--- src/rtl/riscv_boot_ctrl.sv ---
// Boot/run controller for a picorv32 leaf: unpacks LOAD payloads into byte writes,
// gates the core reset under START/HALT, and returns one status word per command.
module riscv_boot_ctrl #(
  parameter int unsigned MEM_SIZE = 131072
) (
  input  logic        clk,
  input  logic        resetn,
  input  logic        ap_start,
  input  logic [31:0] din,
  input  logic        val_in,
  output logic        ready_upward,
  output logic [31:0] dout,
  output logic        val_out,
  input  logic        ready_downward,
  output logic [23:0] instr_config_addr,
  output logic [7:0]  instr_config_din,
  output logic        instr_config_wr_en,
  output logic        core_resetn,
  output logic        busy
);

  typedef enum logic [2:0] {
    ST_IDLE      = 3'd0,
    ST_LOAD_BASE = 3'd1,
    ST_LOAD_WAIT = 3'd2,
    ST_LOAD_WR   = 3'd3,
    ST_DRAIN     = 3'd4,
    ST_STATUS    = 3'd5
  } state_t;

  state_t      state_r, state_s;
  logic        run_r, run_s;
  logic [23:0] n_r, n_s;
  logic [24:0] rem_r, rem_s;          // bytes left to write, or words left to drain
  logic [1:0]  word_left_r, word_left_s;
  logic [23:0] shift_r, shift_s;
  logic [23:0] next_addr_r, next_addr_s;
  logic [23:0] checksum_r, checksum_s;
  logic        ready_r, ready_s;
  logic [31:0] dout_r, dout_s;
  logic        val_out_r, val_out_s;
  logic [23:0] addr_r, addr_s;
  logic [7:0]  bdin_r, bdin_s;
  logic        wr_en_r, wr_en_s;
  logic        core_resetn_r, core_resetn_s;
  logic        busy_r, busy_s;
  logic        accept_s;
  logic [24:0] end_s;

  // Next-state and next-output computation for every registered signal.
  always_comb begin
    state_s       = state_r;
    run_s         = run_r;
    n_s           = n_r;
    rem_s         = rem_r;
    word_left_s   = word_left_r;
    shift_s       = shift_r;
    next_addr_s   = next_addr_r;
    checksum_s    = checksum_r;
    dout_s        = dout_r;
    addr_s        = addr_r;
    bdin_s        = bdin_r;
    wr_en_s       = 1'b0;
    accept_s      = val_in & ready_r;
    end_s         = {1'b0, din[23:0]} + {1'b0, n_r};

    case (state_r)
      ST_IDLE: begin
        if (accept_s) begin
          case (din[31:24])
            8'h01: begin
              run_s      = 1'b0;
              n_s        = din[23:0];
              checksum_s = 24'h0;
              state_s    = ST_LOAD_BASE;
            end
            8'h02: begin
              run_s   = 1'b1;
              dout_s  = {8'h02, 24'h0};
              state_s = ST_STATUS;
            end
            8'h03: begin
              run_s   = 1'b0;
              dout_s  = {8'h03, 24'h0};
              state_s = ST_STATUS;
            end
            default: begin
              dout_s  = {8'hEE, 8'h02, 8'h00, din[31:24]};
              state_s = ST_STATUS;
            end
          endcase
        end else begin
          state_s = ST_IDLE;
        end
      end
      ST_LOAD_BASE: begin
        if (accept_s) begin
          next_addr_s = din[23:0];
          if (end_s > 25'(MEM_SIZE)) begin
            dout_s = {8'hEE, 8'h01, 8'h00, 8'h01};
            rem_s  = ({1'b0, n_r} + 25'd3) >> 2;
            if (n_r == 24'h0) begin
              state_s = ST_STATUS;
            end else begin
              state_s = ST_DRAIN;
            end
          end else if (n_r == 24'h0) begin
            dout_s  = {8'h01, checksum_r};
            state_s = ST_STATUS;
          end else begin
            rem_s   = {1'b0, n_r};
            state_s = ST_LOAD_WAIT;
          end
        end else begin
          state_s = ST_LOAD_BASE;
        end
      end
      ST_LOAD_WAIT: begin
        // The first byte leaves on the accept edge so four bytes fit in t+1..t+4.
        if (accept_s) begin
          wr_en_s     = 1'b1;
          bdin_s      = din[7:0];
          addr_s      = next_addr_r;
          next_addr_s = next_addr_r + 24'd1;
          checksum_s  = checksum_r + {16'h0, din[7:0]};
          shift_s     = din[31:8];
          rem_s       = rem_r - 25'd1;
          word_left_s = (rem_r >= 25'd4) ? 2'd3 : 2'(rem_r - 25'd1);
          state_s     = ST_LOAD_WR;
        end else begin
          state_s = ST_LOAD_WAIT;
        end
      end
      ST_LOAD_WR: begin
        if (word_left_r != 2'd0) begin
          wr_en_s     = 1'b1;
          bdin_s      = shift_r[7:0];
          addr_s      = next_addr_r;
          next_addr_s = next_addr_r + 24'd1;
          checksum_s  = checksum_r + {16'h0, shift_r[7:0]};
          shift_s     = {8'h00, shift_r[23:8]};
          rem_s       = rem_r - 25'd1;
          word_left_s = word_left_r - 2'd1;
        end else if (rem_r == 25'd0) begin
          dout_s  = {8'h01, checksum_r};
          state_s = ST_STATUS;
        end else begin
          state_s = ST_LOAD_WAIT;
        end
      end
      ST_DRAIN: begin
        if (accept_s) begin
          rem_s = rem_r - 25'd1;
          if (rem_r == 25'd1) begin
            state_s = ST_STATUS;
          end else begin
            state_s = ST_DRAIN;
          end
        end else begin
          state_s = ST_DRAIN;
        end
      end
      ST_STATUS: begin
        if (ready_downward) begin
          state_s = ST_IDLE;
        end else begin
          state_s = ST_STATUS;
        end
      end
      default: begin
        state_s = ST_IDLE;
      end
    endcase

    case (state_s)
      ST_IDLE, ST_LOAD_BASE, ST_LOAD_WAIT, ST_DRAIN: ready_s = 1'b1;
      default:                                       ready_s = 1'b0;
    endcase
    val_out_s     = (state_s == ST_STATUS);
    busy_s        = (state_s != ST_IDLE);
    core_resetn_s = run_s & ap_start;
  end

  // State and registered outputs; reset abandons any load in progress.
  always_ff @(posedge clk or negedge resetn) begin
    if (!resetn) begin
      state_r       <= ST_IDLE;
      run_r         <= 1'b0;
      n_r           <= 24'h0;
      rem_r         <= 25'h0;
      word_left_r   <= 2'd0;
      shift_r       <= 24'h0;
      next_addr_r   <= 24'h0;
      checksum_r    <= 24'h0;
      ready_r       <= 1'b0;
      dout_r        <= 32'h0;
      val_out_r     <= 1'b0;
      addr_r        <= 24'h0;
      bdin_r        <= 8'h0;
      wr_en_r       <= 1'b0;
      core_resetn_r <= 1'b0;
      busy_r        <= 1'b0;
    end else begin
      state_r       <= state_s;
      run_r         <= run_s;
      n_r           <= n_s;
      rem_r         <= rem_s;
      word_left_r   <= word_left_s;
      shift_r       <= shift_s;
      next_addr_r   <= next_addr_s;
      checksum_r    <= checksum_s;
      ready_r       <= ready_s;
      dout_r        <= dout_s;
      val_out_r     <= val_out_s;
      addr_r        <= addr_s;
      bdin_r        <= bdin_s;
      wr_en_r       <= wr_en_s;
      core_resetn_r <= core_resetn_s;
      busy_r        <= busy_s;
    end
  end

  assign ready_upward       = ready_r;
  assign dout               = dout_r;
  assign val_out            = val_out_r;
  assign instr_config_addr  = addr_r;
  assign instr_config_din   = bdin_r;
  assign instr_config_wr_en = wr_en_r;
  assign core_resetn        = core_resetn_r;
  assign busy               = busy_r;

endmodule

--- config.mk ---
export PLATFORM = sky130hd
export DESIGN_NAME = riscv_boot_ctrl
export DESIGN_NICKNAME = d
export VERILOG_FILES = /design/src/rtl/riscv_boot_ctrl.sv
export SDC_FILE = /design/constraint.sdc
export NUM_CORES = 1
export LEC_CHECK = 0
export BUFFER_PORTS_ARGS = -buffer_cell sky130_fd_sc_hd__buf_2
export CORE_ASPECT_RATIO = 1.75
export CORE_UTILIZATION = 30
export DETAILED_ROUTE_END_ITERATION = 12
export PLACE_DENSITY_LB_ADDON = 0.2
export SETUP_SLACK_MARGIN = 0.2
export SLEW_MARGIN = 10
export SYNTH_ARGS = -nofsm -noshare
export SYNTH_HDL_FRONTEND = slang
export SYNTH_SLANG_ARGS = --single-unit
--- constraint.sdc ---
create_clock -name clk -period 5.7 [get_ports clk]
set_input_delay 1.425 -clock clk [delete_from_list [all_inputs] [get_ports clk]]
set_output_delay 1.425 -clock clk [all_outputs]
set_load 0.01 [all_outputs]
==> flow_summary.html, run 1 <==
<table>
<tr><th>Metric</th><th>Value</th></tr>
<tr><th colspan="2">Synthesis</th></tr>
<tr><td>Share of async-settable or async-resettable flops after synthesis</td><td>1.00</td></tr>
<tr><td>Post-synthesis instance area</td><td>11200 µm²</td></tr>
<tr><td>Cells taking the most area after synthesis</td><td>dfrtp_1 43%, nand2_1 7.7%, o21ai_0 5.5%</td></tr>
<tr><td>Area share of the largest cell type after synthesis</td><td>0.425</td></tr>
<tr><td>Synthesized area per cell</td><td>8.54 µm²</td></tr>
<tr><td>Predominant post-synthesis flop cell</td><td>dfrtp_1</td></tr>
<tr><td>Yosys warning total</td><td>0</td></tr>
<tr><td>#FFs+latches synth</td><td>191</td></tr>
<tr><td>Cells after synthesis</td><td>1316</td></tr>
<tr><td>Fraction of the yosys area taken by sequential cells</td><td>0.425</td></tr>
<tr><td>Net count after synthesis</td><td>1391</td></tr>
<tr><td>Number of distinct library cell variants in the gate-level netlist after synthesis</td><td>69</td></tr>
<tr><td>Number of enable flip-flop cells after synthesis</td><td>0</td></tr>
<tr><td>Library cell with the largest summed area after synthesis</td><td>dfrtp_1</td></tr>
<tr><th colspan="2">Worst setup path</th></tr>
<tr><td>Worst setup path category</td><td>primary input to register</td></tr>
<tr><td>Worst Path Required</td><td>6.05 ns</td></tr>
<tr><td>Crit path max fanout</td><td>9</td></tr>
<tr><td>Arrival time reported for the critical path endpoint</td><td>5.55 ns</td></tr>
<tr><td>Startpoint type of the worst setup path</td><td>primary input</td></tr>
<tr><td>R2R depth</td><td>13</td></tr>
<tr><td>Kind of end point of the critical path</td><td>register</td></tr>
<tr><th colspan="2">Floorplanning</th></tr>
<tr><td>Die width</td><td>148 µm</td></tr>
<tr><td>Starting utilization of the core area</td><td>0.305</td></tr>
<tr><td>Standard cell core area</td><td>36900 µm²</td></tr>
<tr><td>Die span in y</td><td>258 µm</td></tr>
<tr><td>Number of core rows</td><td>93</td></tr>
<tr><td>Number of I/O pins</td><td>106</td></tr>
<tr><td>Die ar.</td><td>38300 µm²</td></tr>
<tr><th colspan="2">Cells and area</th></tr>
<tr><td>Combined area of the multi-input logic cells</td><td>6030 µm²</td></tr>
<tr><td>Post-route non-filler standard cell count</td><td>1877</td></tr>
<tr><td>Register area</td><td>4780 µm²</td></tr>
<tr><td>Ant. Diodes</td><td>0</td></tr>
<tr><td>Final-layout fill cell count</td><td>3849</td></tr>
<tr><td>Synthesis-to-layout area growth</td><td>14.9%</td></tr>
<tr><td>Share of post-route cells with drive strength above 1</td><td>0.154</td></tr>
<tr><td>Nets</td><td>1465</td></tr>
<tr><th colspan="2">STA</th></tr>
<tr><td>Timing-limited maximum frequency</td><td>192 MHz</td></tr>
<tr><td>Count of endpoints failing setup in the final report</td><td>0</td></tr>
<tr><td>Count of final hold-check violations</td><td>0</td></tr>
<tr><td>Post-Route Hold Slack</td><td>0.465 ns</td></tr>
<tr><td>Worst-Margin Slew</td><td>1.08 ns</td></tr>
<tr><td>Worst clock skew on the final layout</td><td>0.0189 ns</td></tr>
<tr><td>Post-route fraction of the period consumed by the critical path</td><td>0.912</td></tr>
<tr><td>Unrepaired setup endpoints after global routing</td><td>no</td></tr>
<tr><td>Normalized max-slew margin</td><td>0.278</td></tr>
<tr><td>Final Critical Period</td><td>5.20 ns</td></tr>
<tr><td>Final Max Slew Viols</td><td>0</td></tr>
<tr><td>Total negative slack</td><td>0 ns</td></tr>
<tr><th colspan="2">Clock tree</th></tr>
<tr><td>Sink Count</td><td>191</td></tr>
<tr><td>Clock network latency to the later pin of the worst-skew pair</td><td>0.45 ns</td></tr>
<tr><td>Clock root buffer master</td><td>clkbuf_16</td></tr>
<tr><td>Number of clock buffers inserted by TritonCTS</td><td>17</td></tr>
<tr><td>Number of setup buffers added after CTS</td><td>0</td></tr>
<tr><td>H-Tree Level Count</td><td>4</td></tr>
<tr><td>Max Root-Sink Buffers</td><td>2</td></tr>
<tr><td>Hold-fix buffers, CTS</td><td>0</td></tr>
<tr><td>TritonCTS clock tree</td><td>yes</td></tr>
<tr><td>Count of instances resized after the clock tree is built</td><td>0</td></tr>
<tr><td>Clock transition at the register clock pins on the worst setup and hold paths after CTS</td><td>0.08 ns</td></tr>
<tr><th colspan="2">Worst hold path</th></tr>
<tr><td>Type of the tightest min-delay check</td><td>register to register</td></tr>
<tr><td>Worst hold path stage count</td><td>2</td></tr>
<tr><th colspan="2">Placement</th></tr>
<tr><td>Last weighted congestion value of the routability-driven placer</td><td>0.865</td></tr>
<tr><td>Post-placement cell count</td><td>1846</td></tr>
<tr><td>Final HPWL DP</td><td>26000 µm</td></tr>
<tr><td>Input/output buffers</td><td>104</td></tr>
<tr><th colspan="2">Pwr</th></tr>
<tr><td>PD cells</td><td>329 nW/µm²</td></tr>
<tr><td>IR Drop Worst-Case VDD</td><td>0.248 mV</td></tr>
<tr><td>Static power due to leakage</td><td>5.95 nW</td></tr>
<tr><td>Total power consumption of the routed design</td><td>4.25 mW</td></tr>
<tr><th colspan="2">Route</th></tr>
<tr><td>Metal3 WL</td><td>803 µm</td></tr>
<tr><td>Number of iterations in the first detailed-routing pass</td><td>4</td></tr>
<tr><td>Final WL</td><td>34900 µm</td></tr>
<tr><td>DR WL/cell</td><td>18.6 µm</td></tr>
<tr><td>Uppermost routed layer</td><td>met4</td></tr>
<tr><td>Met2 wirelength from detailed routing</td><td>17800 µm</td></tr>
<tr><td>Via density per instance</td><td>5.29</td></tr>
<tr><td>Post-route ant nets</td><td>0</td></tr>
<tr><td>DRT iter0 DRCs</td><td>438</td></tr>
<tr><td>Detailed-route via count</td><td>9928</td></tr>
<tr><td>Number of remaining DRC errors</td><td>0</td></tr>
<tr><td>Routed length on met1</td><td>14600 µm</td></tr>
<tr><th colspan="2">GRT</th></tr>
<tr><td>Aggregate global routing overflow</td><td>0</td></tr>
<tr><td>Via count of the first global-routing pass</td><td>9786</td></tr>
<tr><td>Initial antenna violation count</td><td>0</td></tr>
<tr><td>Global-route total usage across every layer</td><td>0.187</td></tr>
<tr><td>First-pass GRT wire length</td><td>55100 µm</td></tr>
<tr><td>Pin count of the biggest net entering global routing</td><td>112</td></tr>
<tr><th colspan="2">Outcome</th></tr>
<tr><td>Result of the run</td><td>complete, no violations</td></tr>
<tr><th colspan="2">Flow run</th></tr>
<tr><td># Max-Cap Violations</td><td>0</td></tr>
</table>
## area by class of cell
type | count | share of cell area
Timing Repair Buffer | 137 | 0.0640
Multi-Input combinational cell | 1013 | 0.467
Clock buffer | 19 | 0.0351
Clock inverter | 12 | 0.00959
Inverter | 30 | 0.00872
Tap cell | 475 | 0.0460
Sequential cell | 191 | 0.370
## kinds of logic after synthesis
family,count (synthesis),share of synthesized area
adders and majority gates,38,0.0436
muxes,55,0.0524
AOI/OAI and AO/OA,387,0.211
and+or+nand+nor,496,0.199
buffers and inverters,112,0.0401
DFF,191,0.425
xor gates and xnor gates,36,0.0281
other,1,0.000334
## critical path: stages
cell and delay [ns]:
buf_2 0.11, ha_1 0.21, fa_1 0.44, nand3_1 0.16, a21oi_1 0.11, or3_1 0.36
a21o_1 0.19, or4_1 0.38, or4_1 0.40, o32a_1 0.39, or3_1 0.37, buf_4 0.20
or4b_1 0.53, a221oi_2 0.28
## layout by cell type, fill, tap and decap left out, types with 16 or more instances in the layout
master | netlist | final
mux2i_1 | 24 | 24
buf_4 | 5 | 29
ha_1 | 36 | 36
nor3_1 | 27 | 27
o22ai_1 | 20 | 20
dfrtp_1 | 191 | 191
inv_1 | 30 | 30
nor4_1 | 17 | 17
clkbuf_16 | 0 | 17
nand4_1 | 24 | 24
a21oi_1 | 115 | 114
xnor2_1 | 19 | 19
nand3_1 | 40 | 40
nand2_1 | 230 | 229
xor2_1 | 17 | 17
buf_2 | 9 | 103
o21ai_0 | 123 | 123
mux2_2 | 31 | 31
and3_1 | 16 | 16
nor2_1 | 93 | 92
## where the power goes
part	internal [mW]	total, mW	switching, mW
Combinational	0.468	1.23	0.765
Sequential	1.57	1.83	0.263
Clock	0.599	1.19	0.587
Total	2.64	4.25	1.62
## flip-flops by register name, summed over array words and instances, names as in the netlist, 2 cells and up
| signal | cells |
|---|---|
| word_left_r | 2 |
| instr_config_din | 8 |
| dout | 27 |
| checksum_r | 24 |
| rem_r | 25 |
| n_r | 24 |
| shift_r | 24 |
| state_r | 3 |
| next_addr_r | 24 |
| instr_config_addr | 24 |
## final timing paths
kind | startpoint | end | slack [ns]
worst max register to register | n_r[0] | state_r[1] | 1.09
worst min-delay path | instr_config_addr[2] | instr_config_addr[2] | 0.47
min in group asynchronous | resetn | instr_config_addr[2] | 1.06
worst max-delay path | din[0] | state_r[1] | 0.50
worst min register to register | instr_config_addr[2] | instr_config_addr[2] | 0.47
max in group asynchronous | resetn | n_r[13] | 3.62
## Yosys cell counts, drive strengths merged (5+ instances only)
library cell	number
nor3	27
and3	16
clkbuf	59
mux2	31
a31oi	14
o22ai	20
nand3	40
nor3b	5
ha	36
buf	23
inv	30
nor4	17
xor2	17
o221ai	7
o21ai	132
dfrtp	191
and2	8
nand2	230
nor2b	6
a22o	9
o21a	5
or3	10
xnor2	19
a22oi	12
mux2i	24
o21bai	6
nand4	24
a21oi	116
nor2	93
o31ai	5
nand2b	7
a21o	14
## per-layer routing
layer,vias to the layer above,global-route usage
met5,-,0
met4,0,0.111
met3,58,0.0189
met2,193,0.328
met1,4806,0.219
li1,4871,-
## through the flow
| step | utilization | area [µm²] | setup slack, ns |
|---|---|---|---|
| 6_report | 0.350 | 12900 | 0.502 |
| 5_1_grt | 0.350 | 12900 | 0.412 |
| 4_1_cts | 0.350 | 12900 | 0.541 |
| 3_5_place_dp | 0.335 | 12300 | 0.0801 |
| 3_3_place_gp | 0.335 | 12300 | 0.100 |
| 2_1_floorplan | - | 11200 | 0.418 |
Power figures use the tool's default switching activity.
==> inputs of run 2 (changes only) <==
CORE_MARGIN = 2   (was not set)
PLACE_DENSITY_LB_ADDON = not set   (was 0.2)
==> run 2 against run 1 <==
Sequential cell count unchanged. Count of clock-buffer cells in the layout down 2. Final cell count up 1.1%. Via count up 3.5%. Register-to-register slack worse by 0.08 ns. Combinational power about the same. Global-route usage down 0.36 points. Maximum frequency down 1.5%. Critical path depth up 1.
==> flow_summary.html, run 2 (synthesis gave the netlist of run 1 again) <==
<table>
<tr><th>Metric</th><th>Value</th></tr>
<tr><th colspan="2">Outcome</th></tr>
<tr><td>Result of the run</td><td>complete, no violations</td></tr>
<tr><th colspan="2">Placement</th></tr>
<tr><td>Standard cell area after detailed placement</td><td>12500 µm²</td></tr>
<tr><td>Post-placement cell count</td><td>1865</td></tr>
<tr><td>Final HPWL DP</td><td>26300 µm</td></tr>
<tr><td>Input/output buffers</td><td>104</td></tr>
<tr><td>Last weighted congestion value of the routability-driven placer</td><td>0.890</td></tr>
<tr><th colspan="2">STA</th></tr>
<tr><td>Worst-Margin Slew</td><td>1.08 ns</td></tr>
<tr><td>Timing-limited maximum frequency</td><td>190 MHz</td></tr>
<tr><td>Worst clock skew on the final layout</td><td>0.0206 ns</td></tr>
<tr><td>Count of endpoints failing setup in the final report</td><td>0</td></tr>
<tr><td>Final Max Slew Viols</td><td>0</td></tr>
<tr><td>Final Critical Period</td><td>5.28 ns</td></tr>
<tr><td>Post-route fraction of the period consumed by the critical path</td><td>0.926</td></tr>
<tr><td>Unrepaired setup endpoints after global routing</td><td>no</td></tr>
<tr><td>Count of final hold-check violations</td><td>0</td></tr>
<tr><td>Normalized max-slew margin</td><td>0.272</td></tr>
<tr><th colspan="2">Worst setup path</th></tr>
<tr><td>Worst Path Required</td><td>6.04 ns</td></tr>
<tr><td>CP Depth</td><td>15</td></tr>
<tr><td>Setup slack of the worst register-to-register path</td><td>1.01 ns</td></tr>
<tr><td>Worst setup path category</td><td>primary input to register</td></tr>
<tr><td>Number of buffer and inverter instances along the worst setup path</td><td>3</td></tr>
<tr><td>Crit path max fanout</td><td>54</td></tr>
<tr><td>R2R depth</td><td>14</td></tr>
<tr><td>Slowest-stage cell, CP</td><td>or3_1</td></tr>
<tr><td>Startpoint type of the worst setup path</td><td>primary input</td></tr>
<tr><td>Arrival time reported for the critical path endpoint</td><td>5.61 ns</td></tr>
<tr><td>Worst path top cell family by delay</td><td>simple AND/OR/NAND/NOR gates</td></tr>
<tr><td>Peak per-stage delay on the critical path</td><td>0.56 ns</td></tr>
<tr><td>Cell-by-cell listing of the critical path</td><td>buf_2 &gt; ha_1 &gt; fa_1 &gt; nand3_1 &gt; a21oi_1 &gt; or3_1 &gt; a21o_1 &gt; or4_1 &gt; or4_1 &gt; o32a_1 &gt; or3_1 &gt; buf_4 &gt; o41ai_4 &gt; buf_12 &gt; o21ai_0</td></tr>
<tr><td>Kind of end point of the critical path</td><td>register</td></tr>
<tr><th colspan="2">Route</th></tr>
<tr><td>Final WL</td><td>34900 µm</td></tr>
<tr><td>DR WL/cell</td><td>18.4 µm</td></tr>
<tr><td>Number of iterations in the first detailed-routing pass</td><td>5</td></tr>
<tr><td>DRT iter0 DRCs</td><td>552</td></tr>
<tr><td>Post-route ant nets</td><td>0</td></tr>
<tr><td>Via density per instance</td><td>5.42</td></tr>
<tr><td>Number of remaining DRC errors</td><td>0</td></tr>
<tr><td>Detailed-route via count</td><td>10.3k</td></tr>
<tr><th colspan="2">Clock tree</th></tr>
<tr><td>Clock root buffer master</td><td>clkbuf_16</td></tr>
<tr><td>Number of clock buffers inserted by TritonCTS</td><td>17</td></tr>
<tr><td>Max Root-Sink Buffers</td><td>2</td></tr>
<tr><td>Hold-fix buffers, CTS</td><td>0</td></tr>
<tr><td>Clock transition at the register clock pins on the worst setup and hold paths after CTS</td><td>0.08 ns</td></tr>
<tr><td>H-Tree Level Count</td><td>4</td></tr>
<tr><td>Number of setup buffers added after CTS</td><td>0</td></tr>
<tr><td>TritonCTS clock tree</td><td>yes</td></tr>
<tr><td>Sink Count</td><td>191</td></tr>
<tr><td>Count of instances resized after the clock tree is built</td><td>0</td></tr>
<tr><td>Clock network latency to the later pin of the worst-skew pair</td><td>0.46 ns</td></tr>
<tr><th colspan="2">GRT</th></tr>
<tr><td>Aggregate global routing overflow</td><td>0</td></tr>
<tr><td>Via count of the first global-routing pass</td><td>10.3k</td></tr>
<tr><td>First-pass GRT wire length</td><td>55900 µm</td></tr>
<tr><td>Initial antenna violation count</td><td>0</td></tr>
<tr><td>Global-route total usage across every layer</td><td>0.184</td></tr>
<tr><td>Pin count of the biggest net entering global routing</td><td>106</td></tr>
<tr><th colspan="2">Pwr</th></tr>
<tr><td>PD cells</td><td>328 nW/µm²</td></tr>
<tr><td>Static power due to leakage</td><td>6.04 nW</td></tr>
<tr><td>IR Drop Worst-Case VDD</td><td>0.266 mV</td></tr>
<tr><th colspan="2">Cells and area</th></tr>
<tr><td>Largest register FFs</td><td>27</td></tr>
<tr><td>Synthesis-to-layout area growth</td><td>16.1%</td></tr>
<tr><td>Share of post-route cells with drive strength above 1</td><td>0.166</td></tr>
<tr><td>Leading cell type in the layout, fill and taps excluded</td><td>nand2_1</td></tr>
<tr><td>Nets</td><td>1484</td></tr>
<tr><td>Finished Cell Area</td><td>13000 µm²</td></tr>
<tr><td>Post-route non-filler standard cell count</td><td>1897</td></tr>
<tr><td>Most used cells in the layout excluding fill and tap cells</td><td>229 x nand2_1, 191 x dfrtp_1, 123 x o21ai_0, 114 x a21oi_1, 103 x buf_2</td></tr>
<tr><td>Ant. Diodes</td><td>0</td></tr>
<tr><th colspan="2">Worst hold path</th></tr>
<tr><td>Type of the tightest min-delay check</td><td>register to register</td></tr>
<tr><td>Worst hold path stage count</td><td>2</td></tr>
<tr><th colspan="2">Floorplanning</th></tr>
<tr><td>Starting utilization of the core area</td><td>0.305</td></tr>
<tr><td>Die ar.</td><td>39100 µm²</td></tr>
<tr><td>Die span in y</td><td>260 µm</td></tr>
<tr><td>Number of I/O pins</td><td>106</td></tr>
<tr><td>Die width</td><td>150 µm</td></tr>
<tr><td>Standard cell core area</td><td>36900 µm²</td></tr>
<tr><td>Number of core rows</td><td>93</td></tr>
<tr><th colspan="2">Flow run</th></tr>
<tr><td># Max-Cap Violations</td><td>0</td></tr>
</table>
-- run 2: changes by cell type in the layout (fill, tap and decap cells not counted), sizes merged --
cell    delta
buf       +19
clkbuf     -2
clkinv     +1
inv        +2
-- run 2: routing by layer --
metal	global-route usage	wire, µm	vias up
li1	-	-	4910
met1	0.207	13600	4991
met2	0.319	17600	277
met3	0.0204	1050	102
met4	0.128	2660	0
met5	0	0	-
-- run 2: where the power goes --
| group | switching (mW) | internal (mW) | total (mW) |
|---|---|---|---|
| logic | 0.775 | 0.477 | 1.25 |
| registers | 0.268 | 1.57 | 1.84 |
| clock network | 0.601 | 0.582 | 1.18 |
| total | 1.64 | 2.63 | 4.27 |
-- run 2: worst paths after layout --
kind,startpoint,endpoint
max,din[0],dout[5]
min,instr_config_addr[20],instr_config_addr[20]
max reg2reg,n_r[0],dout[5]
min reg2reg,instr_config_addr[20],instr_config_addr[20]
max in group asynchronous,resetn,dout[8]
min in group asynchronous,resetn,next_addr_r[2]
-- run 2: through the flow --
step,hold WS [ns],worst slack (ns),TNS (ns),util,power [mW]
6_report,0.467,0.424,0,0.354,4.27
5_1_grt,0.502,0.211,0,0.354,4.55
4_1_cts,0.470,0.460,0,0.354,4.29
3_5_place_dp,0.452,-0.0326,-0.312,0.338,3.11
3_3_place_gp,0.448,0.0509,0,0.338,3.08
2_1_floorplan,0.446,0.418,0,-,2.64
-- run 2: area by class of cell --
| class | instances | area [µm²] |
|---|---|---|
| Inverter | 30 | 113 |
| Multi-Input combinational cell | 1013 | 6030 |
| Fill cell | 3785 | 23800 |
| Clock buffer | 17 | 425 |
| Timing Repair Buffer | 156 | 957 |
| Sequential cell | 191 | 4780 |
| Clock inverter | 15 | 151 |
| Tap cell | 475 | 594 |
-- run 2: worst reg2reg max path, stage by stage (launching register included) --
cell	delay [ns]
dfrtp_1	0.47
ha_1	0.25
fa_1	0.43
nand3_1	0.13
a21oi_1	0.11
or3_1	0.37
a21o_1	0.18
or4_1	0.38
or4_1	0.40
o32a_1	0.39
or3_1	0.56
buf_4	0.23
o41ai_4	0.27
buf_12	0.26
o21ai_0	0.15
